**config.mk**
```make
export PLATFORM = sky130hd
export DESIGN_NAME = memory_arbiter
export DESIGN_NICKNAME = d
export VERILOG_FILES = /design/src/rtl/memory_arbiter.sv
export SDC_FILE = /design/constraint.sdc
export NUM_CORES = 1
export LEC_CHECK = 0
export ABC_AREA = 1
export CAP_MARGIN = 5
export CORE_MARGIN = 5
export CORE_UTILIZATION = 42
export CTS_CLUSTER_DIAMETER = 200
export DETAILED_ROUTE_END_ITERATION = 10
export HOLD_SLACK_MARGIN = 0.03
export PLACE_DENSITY = 0.85
export SLEW_MARGIN = 40
export SYNTH_ARGS = -nofsm -noshare
export SYNTH_HDL_FRONTEND = slang
export SYNTH_SLANG_ARGS = --single-unit
```
**constraint.sdc**
```tcl
create_clock -name CLK -period 5.3 [get_ports CLK]
set_input_delay 1.06 -clock CLK [delete_from_list [all_inputs] [get_ports CLK]]
set_output_delay 1.06 -clock CLK [all_outputs]
set_load 0.03 [all_outputs]
```
**src/rtl/memory_arbiter.sv**
```systemverilog
// rtl/memory_arbiter.sv - single-port RAM arbiter between instruction fetch and data access
//
// Sequences one RAM access at a time against the ramstate handshake.
// Data wins by default. Instruction fetch is forced through after
// STARVE_LIMIT consecutive data grants made while a fetch was pending.
// A RAM error causes the access to be retried. When the retries run out,
// the arbiter stops in a sticky fault state that only RST clears.
//
// Ports:
//   CLK, RST               rising-edge clock, asynchronous active-high reset
//   iREN, iaddr            instruction read request (held until ihit) and address
//   ihit, iload            one-cycle completion pulse and registered fetch data
//   dREN, dWEN             data read / write request (held until dhit); both high = write
//   daddr, dstore          data address and write data
//   dhit, dload            one-cycle completion pulse and registered load data
//   ramREN, ramWEN         RAM strobes, driven from registers latched at grant
//   ramaddr, ramstore      RAM address and write data, latched at grant
//   ramload, ramstate      RAM read data and handshake (FREE, BUSY, ACCESS, ERROR)
//   fault                  sticky: an access exhausted its retries
module memory_arbiter #(
  parameter int STARVE_LIMIT = 4,
  parameter int MAX_RETRY    = 3
) (
  input  logic        CLK,
  input  logic        RST,
  input  logic        iREN,
  input  logic [31:0] iaddr,
  output logic        ihit,
  output logic [31:0] iload,
  input  logic        dREN,
  input  logic        dWEN,
  input  logic [31:0] daddr,
  input  logic [31:0] dstore,
  output logic        dhit,
  output logic [31:0] dload,
  output logic        ramREN,
  output logic        ramWEN,
  output logic [31:0] ramaddr,
  output logic [31:0] ramstore,
  input  logic [31:0] ramload,
  input  logic [1:0]  ramstate,
  output logic        fault
);

  typedef enum logic [1:0] {FREE = 2'd0, BUSY = 2'd1, ACCESS = 2'd2, ERROR = 2'd3} ramstate_t;
  typedef enum logic [1:0] {IDLE, DACC, IACC, FAULT} state_t;

  // Counter widths leave room for the limit value itself, even when the limit is zero.
  localparam int SW = $clog2(STARVE_LIMIT + 2);
  localparam int RW = $clog2(MAX_RETRY + 2);

  state_t    state;
  ramstate_t rs;
  logic [SW-1:0] starve_cnt;
  logic [RW-1:0] retry_cnt;

  logic i_req;
  logic d_req;
  logic d_wins;
  logic starved;

  assign rs = ramstate_t'(ramstate);

  // A requester whose hit is high this cycle is still holding its old request.
  // Masking it prevents a second grant for the same access.
  assign i_req   = iREN & ~ihit;
  assign d_req   = (dREN | dWEN) & ~dhit;
  assign starved = i_req & (starve_cnt == SW'(STARVE_LIMIT));
  assign d_wins  = d_req & ~starved;

  always_ff @(posedge CLK or posedge RST) begin
    if (RST) begin
      state      <= IDLE;
      starve_cnt <= '0;
      retry_cnt  <= '0;
      ihit       <= 1'b0;
      iload      <= '0;
      dhit       <= 1'b0;
      dload      <= '0;
      ramREN     <= 1'b0;
      ramWEN     <= 1'b0;
      ramaddr    <= '0;
      ramstore   <= '0;
      fault      <= 1'b0;
    end else begin
      ihit <= 1'b0;
      dhit <= 1'b0;
      case (state)
        IDLE: begin
          if (d_wins) begin
            state    <= DACC;
            ramaddr  <= daddr;
            ramstore <= dstore;
            ramWEN   <= dWEN;
            ramREN   <= ~dWEN;
            if (!i_req)
              starve_cnt <= '0;
            else if (starve_cnt != SW'(STARVE_LIMIT))
              starve_cnt <= starve_cnt + 1'b1;
          end else if (i_req) begin
            state      <= IACC;
            ramaddr    <= iaddr;
            ramstore   <= '0;
            ramREN     <= 1'b1;
            ramWEN     <= 1'b0;
            starve_cnt <= '0;
          end
        end
        DACC, IACC: begin
          case (rs)
            ACCESS: begin
              if (state == IACC) begin
                ihit  <= 1'b1;
                iload <= ramload;
              end else begin
                dhit <= 1'b1;
                if (!ramWEN)
                  dload <= ramload;
              end
              ramREN    <= 1'b0;
              ramWEN    <= 1'b0;
              retry_cnt <= '0;
              state     <= IDLE;
            end
            ERROR: begin
              // Strobes stay up on an error, so the RAM sees the same access again.
              if (retry_cnt == RW'(MAX_RETRY)) begin
                state  <= FAULT;
                ramREN <= 1'b0;
                ramWEN <= 1'b0;
                fault  <= 1'b1;
              end else begin
                retry_cnt <= retry_cnt + 1'b1;
              end
            end
            default: ;
          endcase
        end
        FAULT: begin
          ramREN <= 1'b0;
          ramWEN <= 1'b0;
          fault  <= 1'b1;
        end
        default: state <= IDLE;
      endcase
    end
  end

endmodule

```
# Word level (Yosys, flattened, before mapping)
# Cells that the tools add are included.
[totals] reg_bits=141 output_inout_bits=133
[op_classes] add_sub_neg=2 n_eq_ne=15 n_mux=32 n_bitwise=11 reduce_logical=14
[op_table] cell="$mux W32" count=4
[op_table] cell="$mux W3" count=5
[op_table] cell="$reduce_and A3 Y1" count=5
[op_table] cell="$mux W1" count=13
[op_table] cell="$ne A3 B3 Y1 const B" count=3
[op_table] cell="$eq A2 B2 Y1 const B" count=4
[op_table] cell="$pmux W2 S2" count=2
[op_table] cell="$reduce_and A4 Y1" count=2
[op_table] cell="$reduce_bool A2 Y1" count=4
[op_table] cell="$add A3 B1 Y3 const B" count=2
[op_table] cell="$mux W2" count=3
[op_table] cell="$ne A2 B2 Y1 const B" count=3
[op_table] cell="$ne A3 B2 Y1 const B" count=2
[op_table] cell="$not A1 Y1" count=6
[op_table] cell="$pmux W1 S3" count=2
[op_table] cell="$pmux W3 S2" count=1
[op_table] cell="$and A1 B1 Y1" count=4
[op_table] cell="$pmux W1 S2" count=2
[op_table] cell="$eq A3 B2 Y1 const B" count=1
[op_table] cell="$eq A3 B3 Y1 const B" count=1
[op_table] cell="$eq A2 B1 Y1 const B" count=1
[op_table] cell="$logic_not A2 Y1" count=1
[op_table] cell="$reduce_and A2 Y1" count=1
[op_table] cell="$reduce_or A2 Y1" count=1
[op_table] cell="$or A1 B1 Y1" count=1

# Depth between registers and ports, before layout
# Gate-level depths: netlist of run 1.
[logic_depth] depth_word=7 mapped_depth=12

# Worst setup path before layout of run 1
# No wires, ideal clock.
[synth_path] path_kind="input-to-reg" start="input iREN" end="register starve_cnt[0]" setup_time_ns=0.126 arrival_ns=1.893 required_ns=5.174 path_slack_ns=3.280 stages=9 n_path_buf=2 path_cell_list="inv_1 > nor2_4 > nand2_1 > nand2_4 > inv_2 > buf_6 > buf_6 > nand4_1 > o21ai_0"
[synth_between] elab_chain_len=6
[synth_lines] item="start: declaration" line="26" text="input logic iREN,"
[synth_lines] item="$and A1 B1 Y1 (*)" line="66" text="assign i_req = iREN & ~ihit;"
[synth_lines] item="$and A1 B1 Y1" line="68" text="assign starved = i_req & (starve_cnt == SW'(STARVE_LIMIT));"
[synth_lines] item="$not A1 Y1" line="69" text="assign d_wins = d_req & ~starved;"
[synth_lines] item="$and A1 B1 Y1" line="69"
[synth_lines] item="$ne A3 B2 Y1 (no line) / $reduce_bool A2 Y1 (equally long branches)"
[synth_lines] item="$reduce_and A3 Y1 (no line)"
[synth_lines] item="end signal: assignment" line="99" text="starve_cnt <= starve_cnt + 1'b1;"
[synth_lines] item="end: declaration" line="54" text="logic [SW-1:0] starve_cnt;"
# Mark *: on every way between the ends. The rest lies on a longest branch, timed or not.
# A chain may end at the register's enable or synchronous reset.

# Worst setup path in the final report of run 1
[layout_path] start="input iREN" end="register ramaddr[31]"
[layout_between] elab_chain_len=6
[layout_lines] item="$and A1 B1 Y1 (*)" line="66"
[layout_lines] item="$and A1 B1 Y1" line="68"
[layout_lines] item="$not A1 Y1" line="69"
[layout_lines] item="$and A1 B1 Y1" line="69"
[layout_lines] item="$reduce_bool A2 Y1 (no line)"
[layout_lines] item="$reduce_and A2 Y1 (no line)"
[layout_lines] item="end signal: assignment" line="92" text="ramaddr <= daddr;"
[layout_lines] item="end signal: assignment" line="102" text="ramaddr <= iaddr;"
[layout_lines] item="end: declaration" line="38" text="output logic [31:0] ramaddr,"
# Marks and branches as above.

==> flow_metrics.py, run 1 <==
metrics = {
    "status": {
        "status": "finished clean",
    },
    "floorplan": {
        "fp.dieArea_um2": 16800,
        "core.rowCount": 43,
        "start_util_pct": 43.1,
        "coreArea_um2": 14000,
        "die_width_um": 130,
        "die_h_um": 130,
        "ios": 268,
    },
    "placement": {
        "pre_cts_slack_ps": 1790,
        "placedInstanceArea_um2": 8790,
        "dp_hpwl_um": 12800,
        "place_congestion": 0.820,
        "port_buffers": 267,
    },
    "routing": {
        "drc": 0,
        "postRouteAntennaNets": 0,
        "drt-wirelength-per-cell_um": 15.7,
        "firstDrtPassIters": 6,
        "route.vias.total": 5657,
        "wl_um": 18200,
        "via_per_inst": 4.87,
        "detail_route.iter0.violations": 326,
    },
    "worst_setup_path": {
        "cp.arrival_ps": 3680,
        "slowest_delay_ps": 690,
        "end_kind": "flop",
        "critical_path_class": "input pin to flop",
        "path_buf_inv": 4,
        "path_cells": "clkdlybuf4s50_1, inv_1, nor2_4, nand2_1, nand2_4, clkinv_2, buf_4, nand2_1, nand2_1, nand2_1, nand2_1",
        "crit_slowest_cell": "clkinv_2",
        "critical_path.max_fanout": 53,
        "cp-start-kind": "input pin",
        "crit_top_cell": "nand2_1",
        "cp_top_family": "buffers and inverters",
        "required_ps": 5590,
    },
    "clock_tree": {
        "numCtsBuffers": 17,
        "clock_latency_ps": 410,
        "cts.path.max_buffers": 2,
        "clk_pin_slew_ps": 60,
        "post-cts-setup-buffers": 0,
        "clock-sinks": 141,
        "h-tree-depth": 4,
        "ctsResizeCount": 0,
        "cts_root_buf": "clkbuf_16",
        "cts_hold_buf": 0,
        "tritoncts": "yes",
    },
    "yosys": {
        "ys_ff_latch": 141,
        "synth_top_area_share_pct": 58.5,
        "synth_flop_cell": "dfrtp_1",
        "ys_seq_area_share_pct": 58.5,
        "avgSynthCellArea_um2": 8.44,
        "yosys.area.top_type": "dfrtp_1",
        "synthCells": 714,
        "synth-edff-count": 0,
        "synthArstFlopShare_pct": 100,
        "synth_warnings": 0,
        "synth_nets": 858,
        "synthTopCellsByArea": "dfrtp_1 59%, nand2_1 22%, o21ai_0 7.7%",
        "synth_cell_types": 21,
        "netlist_area_um2": 6030,
    },
    "timing": {
        "tightestPinTransition_ps": 750,
        "finClkSkew_ps": 8.91,
        "relSlewSlack_pct": 50.0,
        "rsz0062_at_grt": "no",
        "fmax_mhz": 295,
        "slew_violations": 0,
        "finalHoldViolCount": 0,
        "fin_crit_ps": 3390,
        "min_period_over_period_pct": 63.9,
        "setup-violations-final": 0,
        "setup_ws_ps": 1910,
        "fin_tns_setup_ps": 0,
    },
    "grt": {
        "grt_pass1_wl_um": 28500,
        "grt_remaining_overflow": 0,
        "grtUsageTotal_pct": 21.7,
        "grt_pass1_vias": 5593,
        "antenna_found_initial": 1,
        "grt_start_max_net_pins": 122,
    },
    "layout": {
        "final_area_um2": 9390,
        "final_common_cell": "nand2_1",
        "synthToLayoutAreaGrowth_pct": 55.8,
        "layout.nets": 1112,
        "mostFrequentLayoutCells": "346 x nand2_1, 267 x clkdlybuf4s50_1, 141 x dfrtp_1",
        "layout-drive-gt1-share_pct": 4.69,
        "diodes": 0,
    },
    "power_and_ir_drop": {
        "power_leakage_nw": 4.54,
        "ir_worst_vdd_mv": 0.351,
        "power_density_nw_per_um2": 644,
        "p_total_mw": 6.05,
    },
    "worst_hold_path": {
        "hold_path_class": "flop to flop",
    },
    "flow_run": {
        "drv_cap": 0,
    },
}
## per-stage QoR
stage / util (%) / hold WS, ps / cells
2_1_floorplan: - / 452 / 714
3_3_place_gp: 62.7 / 461 / 1129
3_5_place_dp: 62.8 / 465 / 1129
4_1_cts: 67.1 / 479 / 1161
5_1_grt: 67.1 / 510 / 1161
6_report: 67.1 / 473 / 1161
## flip-flops by register name (all words and copies together) (netlist names)
name and flops:
dhit 1, dload 32, fault 1, ihit 1
iload 32, ramREN 1, ramWEN 1, ramaddr 32
ramstore 32, retry_cnt 3, starve_cnt 3, state 2
## per-layer routing
metal  GRT usage, %  up-vias  routed length [um]
li1               -     2723                   -
met1           25.9     2646                6910
met2           34.8      263                8580
met3           10.3       23                2420
met4           6.78        2                 306
met5              0        -                  13
## area by class of cell
| cell class | count | area (um2) |
|---|---|---|
| well taps | 180 | 225 |
| repair buffers | 270 | 2700 |
| inverters | 50 | 201 |
| flip-flops and latches | 141 | 3530 |
| clock inverters | 12 | 136 |
| multi-input cells | 488 | 2140 |
| fillers | 1081 | 4600 |
| clock buffers | 20 | 457 |
## worst paths after layout
| check | start | endpoint | slack (ps) | cells past startpoint |
|---|---|---|---|---|
| max in group asynchronous | RST | ramstore[27] | 3410 | 3 |
| max reg2reg | starve_cnt[0] | ramaddr[31] | 2590 | 12 |
| min reg2reg | fault | fault | 470 | 1 |
| max | iREN | ramaddr[31] | 1910 | 11 |
| min in group asynchronous | RST | iload[30] | 1160 | 2 |
| min | fault | fault | 470 | 1 |
## report_power, final
part	leakage (nW)	switching (mW)	internal, mW	total [mW]
Clock	0.283	0.474	0.722	1.20
Combinational	2.48	1.87	1.15	3.02
Sequential	1.78	0.280	1.55	1.83
## kinds of logic (layout without fill, tap and decap cells)
group	Yosys count	in the layout	synth area share (%)
simple gates	371	371	24.1
buf+inv	85	352	6.25
compound gates	108	108	9.24
fa+ha+maj	9	9	1.87
flops	141	141	58.5
## Yosys cell counts (4+ instances only)
| cell type | number |
|---|---|
| ha_1 | 9 |
| o21ai_0 | 93 |
| clkbuf_1 | 13 |
| dfrtp_1 | 141 |
| buf_2 | 16 |
| nand2_1 | 347 |
| inv_1 | 48 |
| buf_6 | 4 |
| nor2_1 | 6 |
| nand3_1 | 11 |
| o21ai_1 | 12 |
(Power assumes the default switching activity.)
==> inputs of run 2 (changes only) <==
--- a/config.mk
+++ b/config.mk
@@ -8,11 +8,11 @@
 export ABC_AREA = 1
 export CAP_MARGIN = 5
 export CORE_MARGIN = 5
-export CORE_UTILIZATION = 42
+export CORE_UTILIZATION = 38
 export CTS_CLUSTER_DIAMETER = 200
 export DETAILED_ROUTE_END_ITERATION = 10
 export HOLD_SLACK_MARGIN = 0.03
-export PLACE_DENSITY = 0.85
+export PLACE_DENSITY = 0.82
 export SLEW_MARGIN = 40
 export SYNTH_ARGS = -nofsm -noshare
 export SYNTH_HDL_FRONTEND = slang
==> constraint.sdc (replaced) <==
create_clock -name CLK -period 2.84 [get_ports CLK]
set_input_delay 0.568 -clock CLK [delete_from_list [all_inputs] [get_ports CLK]]
set_output_delay 0.568 -clock CLK [all_outputs]
set_load 0.03 [all_outputs]
==> run 2 against run 1 <==
Cell count increased by 3.6%. Critical path depth decreased by 10. First-iteration DRC count decreased by 20%. Worst hold slack improved by 3.7 ps. Sequential share of layout area decreased by 0.64 points. Sequential power increased by 86%. Utilization decreased by 6.3 points. Total power increased by 89%. Count of clock-buffer cells in the layout decreased by 2. Critical path type is now flop to output pin. Largest cell class unchanged. Highest routed layer unchanged.
==> flow_metrics.py, run 2 (same netlist as run 1, synthesis figures left out) <==
metrics = {
    "floorplan": {
        "coreArea_um2": 15700,
        "die_h_um": 136,
        "fp.dieArea_um2": 18500,
        "ios": 268,
        "core.rowCount": 46,
        "die_width_um": 136,
        "start_util_pct": 38.4,
    },
    "power_and_ir_drop": {
        "power_density_nw_per_um2": 1200,
        "swShare_pct": 42.8,
        "pwr-share-clk_pct": 20.5,
        "p_int_mw": 6.53,
        "power_leakage_nw": 4.61,
        "p_total_mw": 11.4,
        "p_comb_share_pct": 49.7,
        "power_frac_seq_pct": 29.8,
        "p_sw_mw": 4.89,
        "ir_worst_vdd_mv": 0.725,
    },
    "worst_hold_path": {
        "hold_start": "ramaddr[18]",
        "hold_path_class": "flop to flop",
        "holdPathEnd": "ramaddr[18]",
        "min_path_cells": 2,
    },
    "grt": {
        "grt_pass1_wl_um": 28600,
        "grt_remaining_overflow": 0,
        "grtUsageTotal_pct": 19.7,
        "antenna_found_initial": 2,
        "grt_pass1_vias": 5589,
        "grt_start_max_net_pins": 142,
    },
    "worst_setup_path": {
        "r2r-end": "dload[31]",
        "cp_top_family": "buffers and inverters",
        "reg2reg_depth": 8,
        "cp.arrival_ps": 1600,
        "slowest_delay_ps": 740,
        "critical_path.max_fanout": 3,
        "cp-start-kind": "flop",
        "required_ps": 2270,
        "path_buf_inv": 1,
        "crit_start": "ihit",
        "rrSetupSlack_ps": 1120,
        "end_kind": "output pin",
        "path_cells": "clkdlybuf4s50_1",
        "critical_path_class": "flop to output pin",
        "r2r-start": "state[1]",
        "crit_slowest_cell": "clkdlybuf4s50_1",
    },
    "layout": {
        "layout-drive-gt1-share_pct": 5.37,
        "final_common_cell": "nand2_1",
        "synthToLayoutAreaGrowth_pct": 58.5,
        "mostFrequentLayoutCells": "346 x nand2_1, 267 x clkdlybuf4s50_1, 141 x dfrtp_1",
        "diodes": 0,
        "final_util_pct": 60.8,
        "layout.nets": 1118,
    },
    "routing": {
        "drc": 0,
        "firstDrtPassIters": 6,
        "drt-wirelength-per-cell_um": 15.0,
        "postRouteAntennaNets": 0,
        "detail_route.iter0.violations": 260,
        "wl_um": 18100,
        "via_per_inst": 4.58,
        "route.vias.total": 5512,
    },
    "timing": {
        "relSlewSlack_pct": 59.4,
        "finClkSkew_ps": 8.45,
        "slew_violations": 0,
        "fin_crit_ps": 2170,
        "min_period_over_period_pct": 76.2,
        "finalHoldViolCount": 0,
        "setup-violations-final": 0,
        "rsz0062_at_grt": "no",
        "tightestPinTransition_ps": 609,
        "fmax_mhz": 462,
        "fin_tns_setup_ps": 0,
    },
    "placement": {
        "dp_hpwl_um": 12700,
        "place_congestion": 0.779,
        "port_buffers": 267,
    },
    "clock_tree": {
        "post-cts-setup-buffers": 0,
        "ctsResizeCount": 0,
        "clk_pin_slew_ps": 60,
        "clock_latency_ps": 420,
        "cts_root_buf": "clkbuf_16",
        "h-tree-depth": 4,
        "cts_hold_buf": 0,
        "clock-sinks": 141,
        "cts.path.max_buffers": 2,
        "numCtsBuffers": 17,
        "tritoncts": "yes",
    },
    "flow_run": {
        "drv_cap": 0,
    },
    "status": {
        "status": "finished clean",
    },
}
[run 2: final cells by class]
class                      instances  area [um2]
tap                              216         270
fill                            1356        6160
timing repair buffer             276        2810
sequential                       141        3530
clock inverter                    14         183
inverter                          50         191
clock buffer                      18         439
multi-input combinational        488        2130
[run 2: worst max path at each step]
stage,end,slack [ps],cells past startpoint
6_report,ihit,670,1
5_1_grt,ihit,620,1
4_1_cts,dhit,650,1
3_5_place_dp,ramaddr[0],530,10
3_3_place_gp,state[0],610,9
2_1_floorplan,dhit,510,1
[run 2: through the flow]
step | instance area [um2] | hold slack [ps] | setup slack (ps) | cells
after floorplan | 6030 | 452 | 509 | 714
final | 9550 | 476 | 675 | 1203
after detailed placement | 8900 | 464 | 533 | 1170
after CTS | 9520 | 482 | 647 | 1202
after global placement | 8900 | 460 | 612 | 1170
after global routing | 9550 | 499 | 621 | 1203
[run 2: layer usage]
layer | global-route usage (%) | part of all wire (%) | vias to the layer above
met5 | 0 | 0.15 | -
met4 | 6.05 | 0.98 | 4
met3 | 11.4 | 14 | 17
met2 | 31.5 | 46 | 227
met1 | 22.5 | 38 | 2530
li1 | - | - | 2734
[run 2: worst min-delay path, cell delays in order (launching register included)]
cell and delay (ps):
dfrtp_1 340, nand2_1 50, nand2_1 50
[run 2: power by group through the flow]
stage | Sequential (mW) | Combinational, mW | Clock (mW)
2_1_floorplan | 5.03 | 1.67 | 0
3_3_place_gp | 3.40 | 5.64 | 0
3_5_place_dp | 3.43 | 5.71 | 0
4_1_cts | 3.41 | 5.75 | 2.41
5_1_grt | 3.53 | 6.16 | 2.50
6_report | 3.40 | 5.68 | 2.35
==> inputs of run 3 (changes only) <==
--- a/config.mk
+++ b/config.mk
@@ -8,11 +8,11 @@
 export ABC_AREA = 1
 export CAP_MARGIN = 5
 export CORE_MARGIN = 5
-export CORE_UTILIZATION = 38
+export CORE_UTILIZATION = 42
 export CTS_CLUSTER_DIAMETER = 200
 export DETAILED_ROUTE_END_ITERATION = 10
 export HOLD_SLACK_MARGIN = 0.03
-export PLACE_DENSITY = 0.82
+export PLACE_DENSITY = 0.85
 export SLEW_MARGIN = 40
 export SYNTH_ARGS = -nofsm -noshare
 export SYNTH_HDL_FRONTEND = slang
==> constraint.sdc (replaced) <==
create_clock -name CLK -period 2.1 [get_ports CLK]
set_input_delay 0.42 -clock CLK [delete_from_list [all_inputs] [get_ports CLK]]
set_output_delay 0.42 -clock CLK [all_outputs]
set_load 0.03 [all_outputs]
==> run 3 against run 2 <==
Register-to-register slack worse by 770 ps. Worst hold slack worse by 160 ps. Total power is 37% higher. Critical path type unchanged. Largest power group unchanged. Highest routed layer is now met4.
==> flow_metrics.py, run 3 (same netlist as run 1, synthesis figures left out) <==
metrics = {
    "grt": {
        "grtUsageTotal_pct": 22.0,
        "grt_pass1_vias": 5784,
        "grt_start_max_net_pins": 100,
        "grt_remaining_overflow": 0,
        "grt_pass1_wl_um": 28900,
        "antenna_found_initial": 0,
    },
    "timing": {
        "relSlewSlack_pct": 58.3,
        "hold_ws_ps": 312,
        "slew_violations": 0,
        "fmax_mhz": 494,
        "tightestPinTransition_ps": 625,
        "fin_crit_ps": 2020,
        "finalHoldViolCount": 0,
        "rsz0062_at_grt": "no",
        "min_period_over_period_pct": 96.3,
        "finClkSkew_ps": 6.31,
        "setup_ws_ps": 76.8,
        "setup-violations-final": 0,
    },
    "worst_setup_path": {
        "required_ps": 1680,
        "cp_top_family": "buffers and inverters",
        "r2r-end": "dload[3]",
        "path_cells": "clkdlybuf4s50_1",
        "crit_start": "dhit",
        "crit_end": "dhit",
        "cp-start-kind": "flop",
        "cp.arrival_ps": 1600,
        "end_kind": "output pin",
        "crit_slowest_cell": "clkdlybuf4s50_1",
        "critical_path.max_fanout": 3,
        "slowest_delay_ps": 730,
        "critical_path_class": "flop to output pin",
        "reg2reg_depth": 8,
        "path_buf_inv": 1,
        "rrSetupSlack_ps": 350,
        "cp.depth": 1,
        "r2r-start": "state[1]",
    },
    "clock_tree": {
        "clock_latency_ps": 420,
        "h-tree-depth": 4,
        "tritoncts": "yes",
        "cts.path.max_buffers": 2,
        "clk_pin_slew_ps": 60,
        "ctsResizeCount": 0,
        "numCtsBuffers": 17,
        "clock-sinks": 141,
        "post-cts-setup-buffers": 0,
        "cts_hold_buf": 0,
        "cts_root_buf": "clkbuf_16",
    },
    "layout": {
        "multiInputGateArea_um2": 2130,
        "final_common_cell": "nand2_1",
        "layout-drive-gt1-share_pct": 5.37,
        "fill_cells": 1072,
        "diodes": 0,
        "synthToLayoutAreaGrowth_pct": 58.3,
        "mostFrequentLayoutCells": "346 x nand2_1, 267 x clkdlybuf4s50_1, 141 x dfrtp_1",
        "layout.nets": 1119,
        "regArea_um2": 3530,
    },
    "routing": {
        "postRouteAntennaNets": 0,
        "firstDrtPassIters": 5,
        "route.vias.total": 5640,
        "drc": 0,
        "via_per_inst": 4.83,
        "wl_um": 18300,
        "detail_route.iter0.violations": 315,
        "drt-wirelength-per-cell_um": 15.7,
    },
    "worst_hold_path": {
        "hold_path_class": "input pin to async pin",
    },
    "flow_run": {
        "drv_cap": 0,
    },
    "placement": {
        "place_congestion": 0.820,
        "port_buffers": 267,
        "dp_hpwl_um": 13200,
        "pre_cts_slack_ps": -0.544,
    },
    "floorplan": {
        "start_util_pct": 43.1,
        "coreArea_um2": 14000,
        "fp.dieArea_um2": 16800,
        "core.rowCount": 43,
        "ios": 268,
        "die_width_um": 130,
        "die_h_um": 130,
    },
    "power_and_ir_drop": {
        "power_leakage_nw": 4.62,
        "power_density_nw_per_um2": 1640,
        "ir_worst_vdd_mv": 1.08,
        "p_total_mw": 15.6,
    },
    "status": {
        "status": "finished clean",
    },
}
-- run 3: how the worst min path moves through the flow --
| stage | endpoint | slack (ps) | cells past startpoint |
|---|---|---|---|
| finish | iload[9] | 310 | 2 |
| global route | iload[9] | 310 | 2 |
| CTS | iload[9] | 310 | 2 |
| detailed placement | ramaddr[28] | 460 | 2 |
| global placement | ramaddr[28] | 460 | 2 |
| floorplan | retry_cnt[2] | 450 | 2 |
-- run 3: through the flow --
step | utilization (%) | TNS [ps] | cells | cell area [um2]
3_5_place_dp | 63.6 | -0.544 | 1136 | 8900
3_3_place_gp | 63.6 | 0 | 1136 | 8900
4_1_cts | 68.2 | 0 | 1167 | 9540
2_1_floorplan | - | -11710 | 714 | 6030
6_report | 68.2 | 0 | 1167 | 9540
5_1_grt | 68.2 | 0 | 1167 | 9540
-- run 3: area by class of cell --
| class | instances | area share (%) |
|---|---|---|
| clock buffers | 17 | 4.46 |
| well taps | 180 | 2.36 |
| multi-input cells | 488 | 22.3 |
| repair buffers | 277 | 29.6 |
| inverters | 50 | 2.01 |
| flip-flops and latches | 141 | 37.0 |
| clock inverters | 14 | 2.26 |
-- run 3: routing by layer --
metal / wire (um) / global-route usage (%)
met5: 0 / 0
met4: 504 / 8.99
met2: 8540 / 36.5
met3: 2460 / 10.8
met1: 6820 / 24.4
-- run 3: power by group --
group | total (mW) | internal, mW | switching [mW]
combinational | 7.71 | 2.99 | 4.72
sequential | 4.63 | 3.92 | 0.705
clock | 3.28 | 2.11 | 1.18
